File: config.mk
export PLATFORM = sky130hd
export DESIGN_NAME = grid_stencil_addr_gen
export DESIGN_NICKNAME = d
export VERILOG_FILES = /design/src/rtl/grid_stencil_addr_gen.sv
export SDC_FILE = /design/constraint.sdc
export NUM_CORES = 1
export LEC_CHECK = 0
export CORE_AREA = 2 2 125 127
export DETAILED_ROUTE_END_ITERATION = 10
export DIE_AREA = 0 0 127 129
export PLACE_DENSITY_LB_ADDON = 0.12
export SLEW_MARGIN = 20
export SYNTH_ARGS = -nofsm -noshare
export SYNTH_HDL_FRONTEND = slang
export SYNTH_SLANG_ARGS = --single-unit
File: constraint.sdc
create_clock -name clk_in -period 4.7 [get_ports clk_in]
set_input_delay 0.705 -clock clk_in [delete_from_list [all_inputs] [get_ports clk_in]]
set_output_delay 0.705 -clock clk_in [all_outputs]
set_load 0.05 [all_outputs]
File: src/rtl/grid_stencil_addr_gen.sv
// -----------------------------------------------------------------------------
// grid_stencil_addr_gen
//
// Walks every cell of an HPIXELS x VPIXELS grid in row-major order after a
// start pulse. For each cell it presents the center BRAM address and the
// addresses of its left/right/up/down neighbours on a valid/ready stream.
// These addresses feed the stencil stages of the fluid solver.
//
// Addresses are built incrementally from a registered row base. There is no
// multiplier in the datapath. Every output comes straight from a register.
//
// Parameters:
//   HPIXELS  grid width in cells (>= 2)
//   VPIXELS  grid height in cells (>= 2)
//   WRAP     0 = clamp a missing neighbour to the cell itself,
//            1 = toroidal wrap
//
// Ports:
//   clk_in       system clock
//   rst_in       synchronous active-high reset (aborts a scan, no done pulse)
//   start_in     start a full-grid scan (honoured only while idle)
//   bank_sel_in  ping-pong bank select, sampled when start is accepted
//                (present only with GRID_ADDR_DOUBLE_BUFFER_EN)
//   busy_out     high while the scan is running
//   valid_out    current beat holds a cell
//   ready_in     downstream accepts the beat
//   hor_out      cell x
//   vert_out     cell y
//   addr_*_out   center / left / right / up / down addresses
//   last_out     beat is the final cell of the grid
//   done_out     one-cycle pulse after the final beat is accepted
//
// Optional feature macro: GRID_ADDR_DOUBLE_BUFFER_EN
//   When defined, the address outputs gain one bit. When bank 1 is selected,
//   HPIXELS*VPIXELS is added to every address.
// -----------------------------------------------------------------------------
module grid_stencil_addr_gen #(
    parameter int HPIXELS = 205,
    parameter int VPIXELS = 154,
    parameter int WRAP    = 0,
    localparam int HOR_SIZE  = $clog2(HPIXELS),
    localparam int VERT_SIZE = $clog2(VPIXELS),
    localparam int BRAM_SIZE = $clog2(HPIXELS*VPIXELS),
`ifdef GRID_ADDR_DOUBLE_BUFFER_EN
    localparam int ADDR_W    = BRAM_SIZE + 1
`else
    localparam int ADDR_W    = BRAM_SIZE
`endif
) (
    input  logic                 clk_in,
    input  logic                 rst_in,
    input  logic                 start_in,
`ifdef GRID_ADDR_DOUBLE_BUFFER_EN
    input  logic                 bank_sel_in,
`endif
    output logic                 busy_out,
    output logic                 valid_out,
    input  logic                 ready_in,
    output logic [HOR_SIZE-1:0]  hor_out,
    output logic [VERT_SIZE-1:0] vert_out,
    output logic [ADDR_W-1:0]    addr_c_out,
    output logic [ADDR_W-1:0]    addr_l_out,
    output logic [ADDR_W-1:0]    addr_r_out,
    output logic [ADDR_W-1:0]    addr_u_out,
    output logic [ADDR_W-1:0]    addr_d_out,
    output logic                 last_out,
    output logic                 done_out
);

    localparam logic [HOR_SIZE-1:0]  X_MAX    = HOR_SIZE'(HPIXELS - 1);
    localparam logic [VERT_SIZE-1:0] Y_MAX    = VERT_SIZE'(VPIXELS - 1);
    localparam logic [ADDR_W-1:0]    ROW_STEP = ADDR_W'(HPIXELS);
    localparam logic [ADDR_W-1:0]    LAST_ROW = ADDR_W'((VPIXELS - 1) * HPIXELS);

    typedef enum logic [1:0] {IDLE, SCAN, DONE} state_t;

    state_t                 state_reg, state_next;
    logic [HOR_SIZE-1:0]    x_reg, x_next;
    logic [VERT_SIZE-1:0]   y_reg, y_next;
    logic [ADDR_W-1:0]      base_reg, base_next;
    logic                   valid_reg, busy_reg, last_reg, done_reg;
    logic                   last_next;
    logic                   load, advance, step, finish;
    logic [ADDR_W-1:0]      center_next, bank_ofs_next;
    // Index order: 0 = center, 1 = left, 2 = right, 3 = up, 4 = down
    logic [ADDR_W-1:0]      addr_next [5];
    logic [ADDR_W-1:0]      addr_reg  [5];

    assign load    = (state_reg == IDLE) && start_in;
    assign advance = (state_reg == SCAN) && valid_reg && ready_in;
    assign step    = load || (advance && !last_reg);
    assign finish  = advance && last_reg;

    // ---------------- FSM ----------------
    always_ff @(posedge clk_in) begin
        if (rst_in) state_reg <= IDLE;
        else        state_reg <= state_next;
    end

    always_comb begin
        state_next = state_reg;
        case (state_reg)
            IDLE:    if (start_in) state_next = SCAN;
            SCAN:    if (finish)   state_next = DONE;
            DONE:    state_next = IDLE;
            default: state_next = IDLE;
        endcase
    end

    // ---------------- next cell ----------------
    // On load the walk starts at (0,0). Otherwise it steps one cell, moving
    // to the next row and adding one row to the base at the right edge.
    always_comb begin
        x_next    = '0;
        y_next    = '0;
        base_next = '0;
        if (!load) begin
            if (x_reg == X_MAX) begin
                y_next    = y_reg + VERT_SIZE'(1);
                base_next = base_reg + ROW_STEP;
            end else begin
                x_next    = x_reg + HOR_SIZE'(1);
                y_next    = y_reg;
                base_next = base_reg;
            end
        end
        last_next = (x_next == X_MAX) && (y_next == Y_MAX);
    end

`ifdef GRID_ADDR_DOUBLE_BUFFER_EN
    localparam logic [ADDR_W-1:0] GRID_CELLS = ADDR_W'(HPIXELS * VPIXELS);
    logic bank_reg;

    // The bank is latched when start is accepted, so later toggles are ignored.
    always_ff @(posedge clk_in) begin
        if (rst_in)    bank_reg <= 1'b0;
        else if (load) bank_reg <= bank_sel_in;
    end

    assign bank_ofs_next = (load ? bank_sel_in : bank_reg) ? GRID_CELLS : '0;
`else
    assign bank_ofs_next = '0;
`endif

    // ---------------- neighbour addresses ----------------
    always_comb begin
        center_next = base_next + ADDR_W'(x_next);
        addr_next[0] = center_next;
        if (x_next == '0)
            addr_next[1] = (WRAP != 0) ? base_next + ROW_STEP - ADDR_W'(1) : center_next;
        else
            addr_next[1] = center_next - ADDR_W'(1);
        if (x_next == X_MAX)
            addr_next[2] = (WRAP != 0) ? base_next : center_next;
        else
            addr_next[2] = center_next + ADDR_W'(1);
        if (y_next == '0)
            addr_next[3] = (WRAP != 0) ? LAST_ROW + ADDR_W'(x_next) : center_next;
        else
            addr_next[3] = center_next - ROW_STEP;
        if (y_next == Y_MAX)
            addr_next[4] = (WRAP != 0) ? ADDR_W'(x_next) : center_next;
        else
            addr_next[4] = center_next + ROW_STEP;
    end

    // The address registers only load on a step. With ready_in low the
    // presented beat therefore holds stable.
    generate
        for (genvar gi = 0; gi < 5; gi++) begin : g_addr
            always_ff @(posedge clk_in) begin
                if (rst_in)    addr_reg[gi] <= '0;
                else if (step) addr_reg[gi] <= addr_next[gi] + bank_ofs_next;
            end
        end
    endgenerate

    // ---------------- control / coordinate registers ----------------
    always_ff @(posedge clk_in) begin
        if (rst_in) begin
            x_reg     <= '0;
            y_reg     <= '0;
            base_reg  <= '0;
            valid_reg <= 1'b0;
            busy_reg  <= 1'b0;
            last_reg  <= 1'b0;
            done_reg  <= 1'b0;
        end else begin
            done_reg <= finish;
            if (step) begin
                x_reg     <= x_next;
                y_reg     <= y_next;
                base_reg  <= base_next;
                valid_reg <= 1'b1;
                busy_reg  <= 1'b1;
                last_reg  <= last_next;
            end else if (finish) begin
                valid_reg <= 1'b0;
                busy_reg  <= 1'b0;
                last_reg  <= 1'b0;
            end
        end
    end

    assign busy_out   = busy_reg;
    assign valid_out  = valid_reg;
    assign hor_out    = x_reg;
    assign vert_out   = y_reg;
    assign addr_c_out = addr_reg[0];
    assign addr_l_out = addr_reg[1];
    assign addr_r_out = addr_reg[2];
    assign addr_u_out = addr_reg[3];
    assign addr_d_out = addr_reg[4];
    assign last_out   = last_reg;
    assign done_out   = done_reg;

endmodule
==> impl_metrics.env <==
export IMPL_yosysUniqueCellTypes=74
export IMPL_wire_per_inst_um=16.1
export IMPL_routabilityCongestion=0.882
export IMPL_rr_worst_depth=16
export IMPL_antenna_found_initial=0
export IMPL_grt_overflow_total=0
export IMPL_cap_violations=0
export IMPL_start_kind="input port"
export IMPL_clkSinkCount=111
export IMPL_synth_edff_count=75
export IMPL_n_fill_cell=1355
export IMPL_cts_buffers=9
export IMPL_synth_seq_cells=111
export IMPL_drc=0
export IMPL_layout_commonest_cell="nor2_1"
export IMPL_syn_cell_area_sq_um=6640
export IMPL_holdCritPathClass="register to register"
export IMPL_synth_top_cell_by_area="edfxtp_1"
export IMPL_drt_wl_total_um=16200
export IMPL_via_count=5540
export IMPL_grt_start_max_net_pins=76
export IMPL_leakage_nw=2.96
export IMPL_rsz0062_at_grt="false"
export IMPL_avgSynthCellArea_sq_um=9.48
export IMPL_arrival_ns=4.36
export IMPL_required_ns=4.78
export IMPL_min_period_ns=4.28
export IMPL_syn_to_final_growth_pct=25.0
export IMPL_insertion_delay_ns=0.35
export IMPL_cpMaxStageDelayCell="clkdlybuf4s50_1"
export IMPL_final_cell_mix="114 x nor2_1, 98 x clkdlybuf4s50_1, 75 x edfxtp_1"
export IMPL_io_buffers=98
export IMPL_setup_tns_ns=0
export IMPL_synth_nets=720
export IMPL_die_h_um=129
export IMPL_ys_seq_area_share_pct=44.8
export IMPL_max_slew_margin_pct=46.1
export IMPL_place_hpwl_um=12000
export IMPL_row_count=45
export IMPL_grt_pass1_vias=5169
export IMPL_hold_path_depth=1
export IMPL_ant_nets=0
export IMPL_cts_tree="built"
export IMPL_crit_path_end_kind="register"
export IMPL_yosysTopAreaCellShare_pct=33.9
export IMPL_skew_ns=0.00981
export IMPL_drt_iter0_markers=342
export IMPL_slew_viol_final=0
export IMPL_vias_per_cell=5.53
export IMPL_dpl_worst_slack_ns=0.0174
export IMPL_fmax_ghz=0.233
export IMPL_syn_inst=700
export IMPL_htree_levels=3
export IMPL_clockBufferDepth=2
export IMPL_stdcell_count=1001
export IMPL_io_pins=99
export IMPL_nets=828
export IMPL_setup_slack_ns=0.416
export IMPL_grt_pass1_wl_um=26500
export IMPL_core_area_sq_um=15000
export IMPL_postLayoutCoreUtil_pct=55.4
export IMPL_status="completed"
export IMPL_synth_warnings=0
export IMPL_cp_slowest_stage_delay_ns=0.50
export IMPL_path_max_fanout=18
export IMPL_synthFlopType="edfxtp_1"
export IMPL_die_area_sq_um=16400
export IMPL_worst_hold_slack_ns=0.496
export IMPL_setup_viol=0
export IMPL_path_cells="clkdlybuf4s50_1 -> nor3b_2 -> buf_12 -> nor2_1 -> ha_1 -> fa_1 -> a211oi_1 -> nor2_1 -> o22ai_1 -> xnor2_1 -> nor3_1 -> nand3_1 -> nor4_1 -> mux2i_1"
export IMPL_finalCritPeriodShare_pct=91.1
export IMPL_tightest_slew_ns=0.803
export IMPL_path_class="input port to register"
export IMPL_placed_cells=983
export IMPL_power_density_nw_per_um2=262
export IMPL_drive_gt1_share_pct=9.84
export IMPL_synth_area_leaders="edfxtp_1 34%, dfxtp_1 11%, xnor2_1 7.5%, nor2_1 6.4%, nand2_1 3.2%"
export IMPL_async_flop_share_pct=0
export IMPL_initial_core_util_pct=44.3
export IMPL_die_x_um=127
export IMPL_dr_pass1_iters=5
export IMPL_cts_root_buf="clkbuf_16"
export IMPL_grt_usage_pct=20.3
export IMPL_clk_pin_slew_ns=0.07
export IMPL_path_common_cell="nor2_1"
export IMPL_hold_violations=0
export IMPL_largest_reg_flops=75
export IMPL_diodes=0
export IMPL_vdd_ir_drop_max_mv=0.153
==> layout make-up <==
cell class | count | area (sq um) | share of cell area (%)
multi-input cells | 540 | 3500 | 42.2
flip-flops and latches | 111 | 2970 | 35.8
repair buffers | 134 | 1280 | 15.4
well taps | 188 | 235 | 2.84
clock buffers | 11 | 233 | 2.81
inverters | 12 | 45.0 | 0.543
clock inverters | 5 | 32.5 | 0.392
==> path summary, 6_finish.rpt <==
path	from	to	slack, ns
worst max-delay path	start_in	addr_reg[1][13]$_SDFFCE_PN0P_	0.42
worst min-delay path	state_reg[1]$_SDFFE_PP0P_	state_reg[0]$_SDFFE_PP0P_	0.50
worst max register to register	hor_out[1]$_SDFFE_PP0P_	addr_reg[3][14]$_SDFFCE_PN0P_	0.46
worst min register to register	state_reg[1]$_SDFFE_PP0P_	state_reg[0]$_SDFFE_PP0P_	0.50
==> layer usage <==
metal / vias to the layer above / routed length [um] / global-route usage, %
li1: 2755 / - / -
met1: 2592 / 7670 / 28.3
met2: 164 / 7420 / 32.2
met3: 29 / 705 / 2.99
met4: 0 / 367 / 7.43
met5: - / 0 / 0
==> repair_timing <==
action | CTS | global route
endpoints found under the setup margin | 0 | 15
endpoints found under the hold margin | 0 | 0
gates resized for setup | 0 | 5
setup buffers | 0 | 2
hold buffers | 0 | 0
==> metrics by stage <==
step                instance area, sq um  power, mW
floorplan                           6640       1.37
global placement                    7990       1.49
detailed placement                  7990       1.49
CTS                                 8250       2.19
global route                        8290       2.25
finish                              8290       2.17
==> worst max-delay path, delay by kind of cell <==
family	cells	cell delay [ns]
adder cells (fa/ha/maj)	2	0.63
multiplexers	1	0.12
AO/OA/AOI/OAI	2	0.72
AND/OR/NAND/NOR	6	1.32
XOR/XNOR	1	0.17
buffers and inverters	2	0.69
==> power breakdown <==
part	leakage [nW]	internal (mW)	switching (mW)
combinational	1.72	0.108	0.256
sequential	1.11	1.09	0.0137
clock	0.134	0.360	0.344
==> cell usage after synthesis (all sizes together), types with 9 or more instances <==
library cell,instances
a22o,9
nand3,24
nand2,57
ha,15
nor2,116
a211oi,15
edfxtp,75
nand4,11
clkbuf,29
xnor2,58
o21ai,31
nor4,11
xor2,21
a21oi,36
dfxtp,36
and3,9
inv,12
nor3,27
==> logic make-up (layout without fill, tap and decap cells) <==
family / Yosys count / count (layout) / share of synthesized area, %
adder cells (fa/ha/maj): 16 / 16 / 3.13
buffers and inverters: 49 / 162 / 2.98
XOR/XNOR: 79 / 79 / 10.8
multiplexers: 8 / 8 / 1.28
AO/OA/AOI/OAI: 144 / 144 / 15.5
AND/OR/NAND/NOR: 293 / 293 / 21.5
flip-flops: 111 / 111 / 44.8
Power figures use the tool's default switching activity.
